**src/rtl/mem_port_arbiter.sv**
```systemverilog
// -----------------------------------------------------------------------------
// mem_port_arbiter
//   Shares one single-outstanding memory port between an instruction-fetch
//   requester and a data (load/store) requester. The data port has priority
//   because its access belongs to the older instruction in the pipeline.
//   Each access is bounded by a wait counter. If the counter expires, the
//   access completes with an error flag.
//
// Ports
//   clk, reset              : clock; asynchronous active-high reset
//   IReq, IAddr             : fetch request and fetch address
//   IDone, IRData, IErr     : fetch completion pulse, fetched word, timeout flag
//   DReq, DWe, DAddr, DWData: data request, write enable, address, write data
//   DDone, DRData, DErr     : data completion pulse, load data, timeout flag
//   MemReq, MemWe,
//   MemAddr, MemWData       : memory-side request (stable while busy)
//   MemAck, MemRData        : memory completion and read data
//   Busy                    : high whenever an access is in flight
// -----------------------------------------------------------------------------
module mem_port_arbiter #(
  parameter int unsigned MAX_WAIT = 15
) (
  input  logic        clk,
  input  logic        reset,
  input  logic        IReq,
  input  logic [31:0] IAddr,
  output logic        IDone,
  output logic [31:0] IRData,
  output logic        IErr,
  input  logic        DReq,
  input  logic        DWe,
  input  logic [31:0] DAddr,
  input  logic [31:0] DWData,
  output logic        DDone,
  output logic [31:0] DRData,
  output logic        DErr,
  output logic        MemReq,
  output logic        MemWe,
  output logic [31:0] MemAddr,
  output logic [31:0] MemWData,
  input  logic        MemAck,
  input  logic [31:0] MemRData,
  output logic        Busy
);

  localparam logic [1:0] S_IDLE  = 2'd0;
  localparam logic [1:0] S_IBUSY = 2'd1;
  localparam logic [1:0] S_DBUSY = 2'd2;

  // The counter starts at 0 in the first busy cycle. The access times out
  // on the edge that ends busy cycle number MAX_WAIT.
  localparam logic [7:0] TIMEOUT_CNT = 8'(MAX_WAIT - 32'd1);

  logic [1:0]  r_state;
  logic        r_busy;
  logic        r_mem_we;
  logic [31:0] r_mem_addr;
  logic [31:0] r_mem_wdata;
  logic [7:0]  r_wait_cnt;
  logic        r_idone;
  logic        r_ddone;
  logic        r_ierr;
  logic        r_derr;
  logic [31:0] r_irdata;
  logic [31:0] r_drdata;

  logic w_ireq_ok;
  logic w_dreq_ok;
  logic w_timeout;

  // A port whose Done is showing is not eligible this edge. This stops a
  // held request from re-issuing and lets the other port go next.
  assign w_ireq_ok = IReq & ~r_idone;
  assign w_dreq_ok = DReq & ~r_ddone;
  assign w_timeout = (r_wait_cnt == TIMEOUT_CNT);

  // Arbitration FSM, memory-side request registers and completion outputs.
  always_ff @(posedge clk or posedge reset) begin
    if (reset) begin
      r_state     <= S_IDLE;
      r_busy      <= 1'b0;
      r_mem_we    <= 1'b0;
      r_mem_addr  <= 32'd0;
      r_mem_wdata <= 32'd0;
      r_wait_cnt  <= 8'd0;
      r_idone     <= 1'b0;
      r_ddone     <= 1'b0;
      r_ierr      <= 1'b0;
      r_derr      <= 1'b0;
      r_irdata    <= 32'd0;
      r_drdata    <= 32'd0;
    end else begin
      // Done is a single-cycle pulse unless a completion re-asserts it below.
      r_idone <= 1'b0;
      r_ddone <= 1'b0;
      case (r_state)
        S_IDLE: begin
          if (w_dreq_ok) begin
            r_state     <= S_DBUSY;
            r_busy      <= 1'b1;
            r_mem_we    <= DWe;
            r_mem_addr  <= DAddr;
            r_mem_wdata <= DWData;
            r_wait_cnt  <= 8'd0;
          end else if (w_ireq_ok) begin
            r_state    <= S_IBUSY;
            r_busy     <= 1'b1;
            r_mem_we   <= 1'b0;
            r_mem_addr <= IAddr;
            r_wait_cnt <= 8'd0;
          end else begin
            // MemAck is ignored while idle.
            r_state <= S_IDLE;
          end
        end
        S_IBUSY: begin
          // Ack wins over a timeout on the same edge.
          if (MemAck) begin
            r_state  <= S_IDLE;
            r_busy   <= 1'b0;
            r_idone  <= 1'b1;
            r_ierr   <= 1'b0;
            r_irdata <= MemRData;
          end else if (w_timeout) begin
            r_state <= S_IDLE;
            r_busy  <= 1'b0;
            r_idone <= 1'b1;
            r_ierr  <= 1'b1;
          end else begin
            r_wait_cnt <= r_wait_cnt + 8'd1;
          end
        end
        S_DBUSY: begin
          if (MemAck) begin
            r_state <= S_IDLE;
            r_busy  <= 1'b0;
            r_ddone <= 1'b1;
            r_derr  <= 1'b0;
            // Stores leave the load-data register untouched.
            if (!r_mem_we) begin
              r_drdata <= MemRData;
            end else begin
              r_drdata <= r_drdata;
            end
          end else if (w_timeout) begin
            r_state <= S_IDLE;
            r_busy  <= 1'b0;
            r_ddone <= 1'b1;
            r_derr  <= 1'b1;
          end else begin
            r_wait_cnt <= r_wait_cnt + 8'd1;
          end
        end
        default: begin
          r_state <= S_IDLE;
          r_busy  <= 1'b0;
        end
      endcase
    end
  end

  assign MemReq   = r_busy;
  assign Busy     = r_busy;
  assign MemWe    = r_mem_we;
  assign MemAddr  = r_mem_addr;
  assign MemWData = r_mem_wdata;
  assign IDone    = r_idone;
  assign IErr     = r_ierr;
  assign IRData   = r_irdata;
  assign DDone    = r_ddone;
  assign DErr     = r_derr;
  assign DRData   = r_drdata;

endmodule

```
**config.mk**
```make
export PLATFORM = sky130hd
export DESIGN_NAME = mem_port_arbiter
export DESIGN_NICKNAME = d
export VERILOG_FILES = /design/src/rtl/mem_port_arbiter.sv
export SDC_FILE = /design/constraint.sdc
export NUM_CORES = 1
export LEC_CHECK = 0
export CELL_PAD_IN_SITES_DETAIL_PLACEMENT = 0
export CELL_PAD_IN_SITES_GLOBAL_PLACEMENT = 2
export CORE_MARGIN = 1.5
export CORE_UTILIZATION = 25
export CTS_CLUSTER_SIZE = 10
export DETAILED_ROUTE_END_ITERATION = 8
export PLACE_DENSITY_LB_ADDON = 0.12
export SYNTH_ARGS = -nofsm -noshare
export SYNTH_HDL_FRONTEND = slang
export SYNTH_SLANG_ARGS = --single-unit
export TNS_END_PERCENT = 20
```
**constraint.sdc**
```tcl
create_clock -name clk -period 9.2 [get_ports clk]
set_input_delay 2.3 -clock clk [delete_from_list [all_inputs] [get_ports clk]]
set_output_delay 2.3 -clock clk [all_outputs]
set_load 0.05 [all_outputs]
```
==> results of run 1 <==
## cells in the mapped netlist (2+ instances only)
cell / instances / share of area
nor3_1: 2 / 0.0017
nand3_1: 7 / 0.0058
buf_2: 18 / 0.015
inv_1: 9 / 0.0056
ha_1: 6 / 0.013
a21oi_1: 9 / 0.0075
nand2_1: 39 / 0.024
o21ai_1: 3 / 0.0025
dfrtp_1: 144 / 0.60
mux2i_1: 33 / 0.055
a31oi_1: 2 / 0.0021
nand2b_1: 3 / 0.0031
nor2b_1: 4 / 0.0042
mux2_2: 96 / 0.18
o22ai_1: 2 / 0.0021
buf_4: 3 / 0.0038
o21ai_0: 34 / 0.028
a22o_1: 2 / 0.0029
## flip-flops by register name, summed over array words and instances, names as in the netlist, 2 cells and up
name        flops
r_state         2
r_wait_cnt      8
MemWData       32
IRData         32
DRData         32
MemAddr        32
## layout by cell type, fill, tap and decap left out, drive strengths merged, types with 2 or more instances in the layout
cell type      instances
clkdlybuf4s50        268
dfrtp                144
mux2                  96
nand2                 40
o21ai                 38
mux2i                 33
clkbuf                18
inv                   16
a21oi                  9
nand3                  7
ha                     6
clkinv                 6
buf                    5
nor2b                  5
nand2b                 3
a31oi                  2
o22ai                  2
nor3                   2
a22o                   2
and2                   2
nand4                  2
## worst max-delay path by stage
stage          slack [ns]  start  depth (start not counted)    endpoint
6_report             5.22  DDone                          1       DDone
5_1_grt              5.09  reset                          3  IRData[29]
4_1_cts              5.14  MemWe                          1       MemWe
3_5_place_dp         4.88  reset                          3  DRData[18]
3_3_place_gp         4.92  reset                          3  DRData[18]
2_1_floorplan        3.03  reset                          1        Busy
## routing by layer
layer  up-vias  share of wire
met2       175           0.47
met1      2125           0.42
met5         -              0
met4         0          0.017
li1       2090              -
met3        18          0.094
## power groups by stage
stage	logic, uW	clock network [uW]	registers [uW]
after floorplan	520	0	2120
after detailed placement	2350	0	1110
final	2330	668	1090
after CTS	2360	697	1100
after global placement	2340	0	1090
after global routing	2440	728	1140
## kinds of logic after synthesis
kind of cell             share of synthesized area
AND/OR/NAND/NOR                             0.0591
multiplexers                                 0.236
adder cells (fa/ha/maj)                     0.0125
buffers and inverters                       0.0290
AO/OA/AOI/OAI                               0.0620
flip-flops                                   0.602
## final cells by class
type / count / area share
Clock buffer: 18 / 0.0459
Sequential cell: 144 / 0.377
Tap cell: 319 / 0.0417
Timing Repair Buffer: 273 / 0.284
Antenna cell: 1 / 0.000262
Multi-Input combinational cell: 264 / 0.232
Clock inverter: 14 / 0.0150
Inverter: 9 / 0.00405
## stage by stage
| stage | power (uW) | utilization | instance area (sq um) |
|---|---|---|---|
| CTS | 4160 | 0.407 | 9560 |
| floorplan | 2640 | - | 5990 |
| finish | 4090 | 0.408 | 9570 |
| detailed placement | 3460 | 0.383 | 8980 |
| global placement | 3440 | 0.383 | 8980 |
| global route | 4310 | 0.408 | 9570 |
==> impl_metrics.yaml, run 1 <==
grt:
  grt_pass1_wl_mm: 25.4
  met3_usage: 0.0495
  first_global_vias: 4672
  track_usage: 0.134
  grt_max_degree: 78
  grt.met2_usage: 0.219
  grt_antenna_before_repair: 1
  top_usage_layer: "met2"
  grtUsageMet1: 0.160
  grt-ovfl-total: 0
floorplanning:
  rows: 56
  ioPinCount: 269
  core_sq_um: 23500
  initial_core_util: 0.255
  die_h_um: 158
  die_w_um: 158
  die_area_sq_um: 24900
sta:
  slew_violations: 0
  setup_tns_ns: 0
  finalCriticalPeriod_ns: 3.98
  max_slew_margin: 0.395
  hold_violations: 0
  setup_viol: 0
  finalWorstSetupSlack_ns: 5.22
  timing.final.crit_share: 0.433
  grt_setup_unrepaired: "false"
  skew_ns: 0.00784
  worstMarginPinSlew_ns: 0.907
  fmax_ghz: 0.251
  whs_ns: 0.483
pwr:
  power.internal_uw: 2130
  vdd_drop_max_mv: 0.178
  p_per_area_nw_per_um2: 428
  p_seq_frac: 0.267
  clockPowerShare: 0.163
  combinationalPowerShare: 0.570
  p_switching_uw: 1960
  switching_share: 0.479
  p_leak_uw: 0.00401
finish:
  regArea_sq_um: 3600
  multi_input_area_sq_um: 2220
  syn_to_final_growth_pct: 59.7
  drive_gt1_frac: 0.199
  final_nets: 849
  finalNonFillerCells: 1042
  fillers: 2229
critical_path:
  crit_slowest_cell: "clkdlybuf4s50_1"
  cpPeakStageDelay_ns: 0.87
  reg2reg_depth: 4
  cp_top_family: "buffers and inverters"
  r2r_start: "r_state[1]"
  crit_chain: "clkdlybuf4s50_1"
  path_max_fanout: 3
  cp_num_buf_inv: 1
  rrSetupSlack_ns: 7.16
  end_kind: "primary output"
  worst_setup_path_start_kind: "flop"
  crit_required_ns: 6.90
  r2r_end: "MemWData[23]"
  arrival_ns: 1.68
  critPathKind: "reg2out"
logic_synthesis:
  synthesis.nets: 582
  synthCells: 442
  synthFlopType: "dfrtp_1"
  ys_warn_count: 0
  yosysSeqAreaShare: 0.602
  synthArstFlopShare: 1.00
  synth_edf_count: 0
  netlist_area_sq_um: 5990
  synth-seq-cells: 144
  synth_area_per_cell_sq_um: 13.6
  ys_types: 44
detailed_routing:
  wl_mm: 16.7
  vias_per_cell: 4.23
  drc_errors: 0
  first_pass_iters: 4
  drtIter0Drc: 103
  post_drt_wl_per_cell_um: 16.0
  detail-route-antenna-nets: 0
  vias: 4408
clock_tree:
  cts_buffers: 17
  root_buffer: "clkbuf_16"
  h-tree-depth: 4
  clk_pin_slew_worst_paths_ns: 0.06
  cts.sinks: 144
  post_cts_buffers: 0
  clkLatencyLatePin_ns: 0.42
  cts_resized: 0
  cts_max_path_buffers: 2
  cts_tree: "done"
  cts_hold_buf: 0
hold_path:
  hold_path.class: "reg2reg"
  min_to: "MemAddr[5]"
  min_path_cells: 2
  worstHoldStart: "MemAddr[5]"
placed_design:
  place_inst: 1009
  hpwl_mm: 12.3
  routabilityCongestion: 0.720
  place_ws_ns: 4.88
  io_buffer_count: 268
run_status:
  outcome: "finished clean"
job:
  drv_cap: 0
Power figures use the tool's default switching activity.
==> inputs of run 2 (changes only) <==
- clock period: 9.2 -> 3.8 ns (I/O delays scaled with it)
==> run 2 against run 1 <==
Critical path depth increased by 3. Wire length grew 1.6%. Clock skew rose by 0.0034 ns. Worst setup slack worse by 4.1 ns. Largest power group unchanged. Register-to-register slack lost 5.4 ns. Global-route usage up 0.42 points. Final cell count is essentially flat.
==> impl_metrics.yaml, run 2 (synthesized netlist as in run 1, its figures left out) <==
detailed_routing:
  drc_errors: 0
  drtIter0Drc: 161
  first_pass_iters: 4
  detail-route-antenna-nets: 0
  post_drt_wl_per_cell_um: 16.3
  vias_per_cell: 4.28
  wl_mm: 17.0
  vias: 4466
sta:
  max_slew_margin: 0.478
  finalWorstSetupSlack_ns: 1.12
  grt_setup_unrepaired: "false"
  setup_tns_ns: 0
  timing.final.crit_share: 0.705
  setup_viol: 0
  worstMarginPinSlew_ns: 0.780
  slew_violations: 0
  fmax_ghz: 0.373
  hold_violations: 0
  skew_ns: 0.0112
  finalCriticalPeriod_ns: 2.68
grt:
  top_usage_layer: "met2"
  met3_usage: 0.0498
  grtUsageMet1: 0.170
  grt.met2_usage: 0.220
  grt_antenna_before_repair: 1
  grt-ovfl-total: 0
  grt_max_degree: 74
  grt_pass1_wl_mm: 26.1
  track_usage: 0.138
  first_global_vias: 4696
finish:
  drive_gt1_frac: 0.199
  final_nets: 850
  syn_to_final_growth_pct: 60.1
  fin_area_sq_um: 9590
  mostFrequentLayoutCells: "clkdlybuf4s50_1, dfrtp_1, mux2_2, nand2_1, o21ai_0"
  final_common_cell: "clkdlybuf4s50_1"
critical_path:
  critPathKind: "in2reg"
  cp_top_family: "simple AND/OR/NAND/NOR gates"
  cpPeakStageDelay_ns: 0.58
  crit_required_ns: 4.10
  end_kind: "flop"
  rrSetupSlack_ns: 1.72
  crit_slowest_cell: "nand2_2"
  cp_num_buf_inv: 1
  arrival_ns: 2.97
  path_max_fanout: 33
  worst_setup_path_start_kind: "primary input"
  crit_chain: "clkdlybuf4s50_1 > nor2b_4 > nand2_2 > mux2_2"
clock_tree:
  post_cts_buffers: 0
  cts_buffers: 17
  clk_pin_slew_worst_paths_ns: 0.06
  cts_resized: 0
  h-tree-depth: 4
  cts_max_path_buffers: 2
  cts_hold_buf: 0
  clkLatencyLatePin_ns: 0.42
  cts.sinks: 144
  root_buffer: "clkbuf_16"
  cts_tree: "done"
floorplanning:
  initial_core_util: 0.255
  die_w_um: 158
  die_h_um: 158
  die_area_sq_um: 24900
  rows: 56
  core_sq_um: 23500
  ioPinCount: 269
run_status:
  outcome: "finished clean"
pwr:
  p_per_area_nw_per_um2: 1040
  p_leak_uw: 0.00402
  total_power_uw: 9940
  vdd_drop_max_mv: 0.435
hold_path:
  hold_path.class: "reg2reg"
placed_design:
  routabilityCongestion: 0.745
  place_ws_ns: 0.589
  hpwl_mm: 12.2
  place_area_sq_um: 9010
  io_buffer_count: 268
job:
  drv_cap: 0
## run 2: cell count changes in the layout (fill, tap and decap cells not counted), sizes merged
cell / change
clkinv: -2
clkinvlp: +2
buf: +1
bufinv: +1
inv: -1
## run 2: final cells by class
class                   instances  area (sq um)
multi-input cells             264          2220
diodes                          1          2.50
clock inverters                14           148
well taps                     319           399
flip-flops and latches        144          3600
clock buffers                  18           429
repair buffers                274          2750
inverters                       9          37.5
fillers                      2259         13900
## run 2: worst reg2reg max path, cell delays in order, from the launching register on
cell,delay [ns]
dfrtp_1,0.41
inv_1,0.09
ha_1,0.42
nand2_2,0.56
mux2_2,0.49
## run 2: power by group
group | internal, uW | switching [uW]
Clock | 927 | 727
Combinational | 2000 | 3650
Sequential | 2270 | 373
## run 2: final timing paths
kind	startpoint	to	depth (start not counted)
worst max-delay path	DReq	MemWData[0]	4
worst min-delay path	MemAddr[27]	MemAddr[27]	2
worst max register to register	r_state[0]	MemWData[0]	4
worst min register to register	MemAddr[27]	MemAddr[27]	2
max in group asynchronous	reset	MemAddr[24]	3
min in group asynchronous	reset	MemWData[9]	3
## run 2: stage by stage
stage               cells  utilization  hold WS (ns)
CTS                  1042        0.409         0.485
global route         1043        0.409         0.514
finish               1043        0.409         0.477
floorplan             442            -         0.475
global placement     1010        0.384         0.463
detailed placement   1010        0.384         0.470
## run 2: metal layers
| metal | routed length (um) | up-vias |
|---|---|---|
| met2 | 8060 | 178 |
| li1 | - | 2092 |
| met5 | 0 | - |
| met3 | 1660 | 17 |
| met1 | 6930 | 2179 |
| met4 | 320 | 0 |
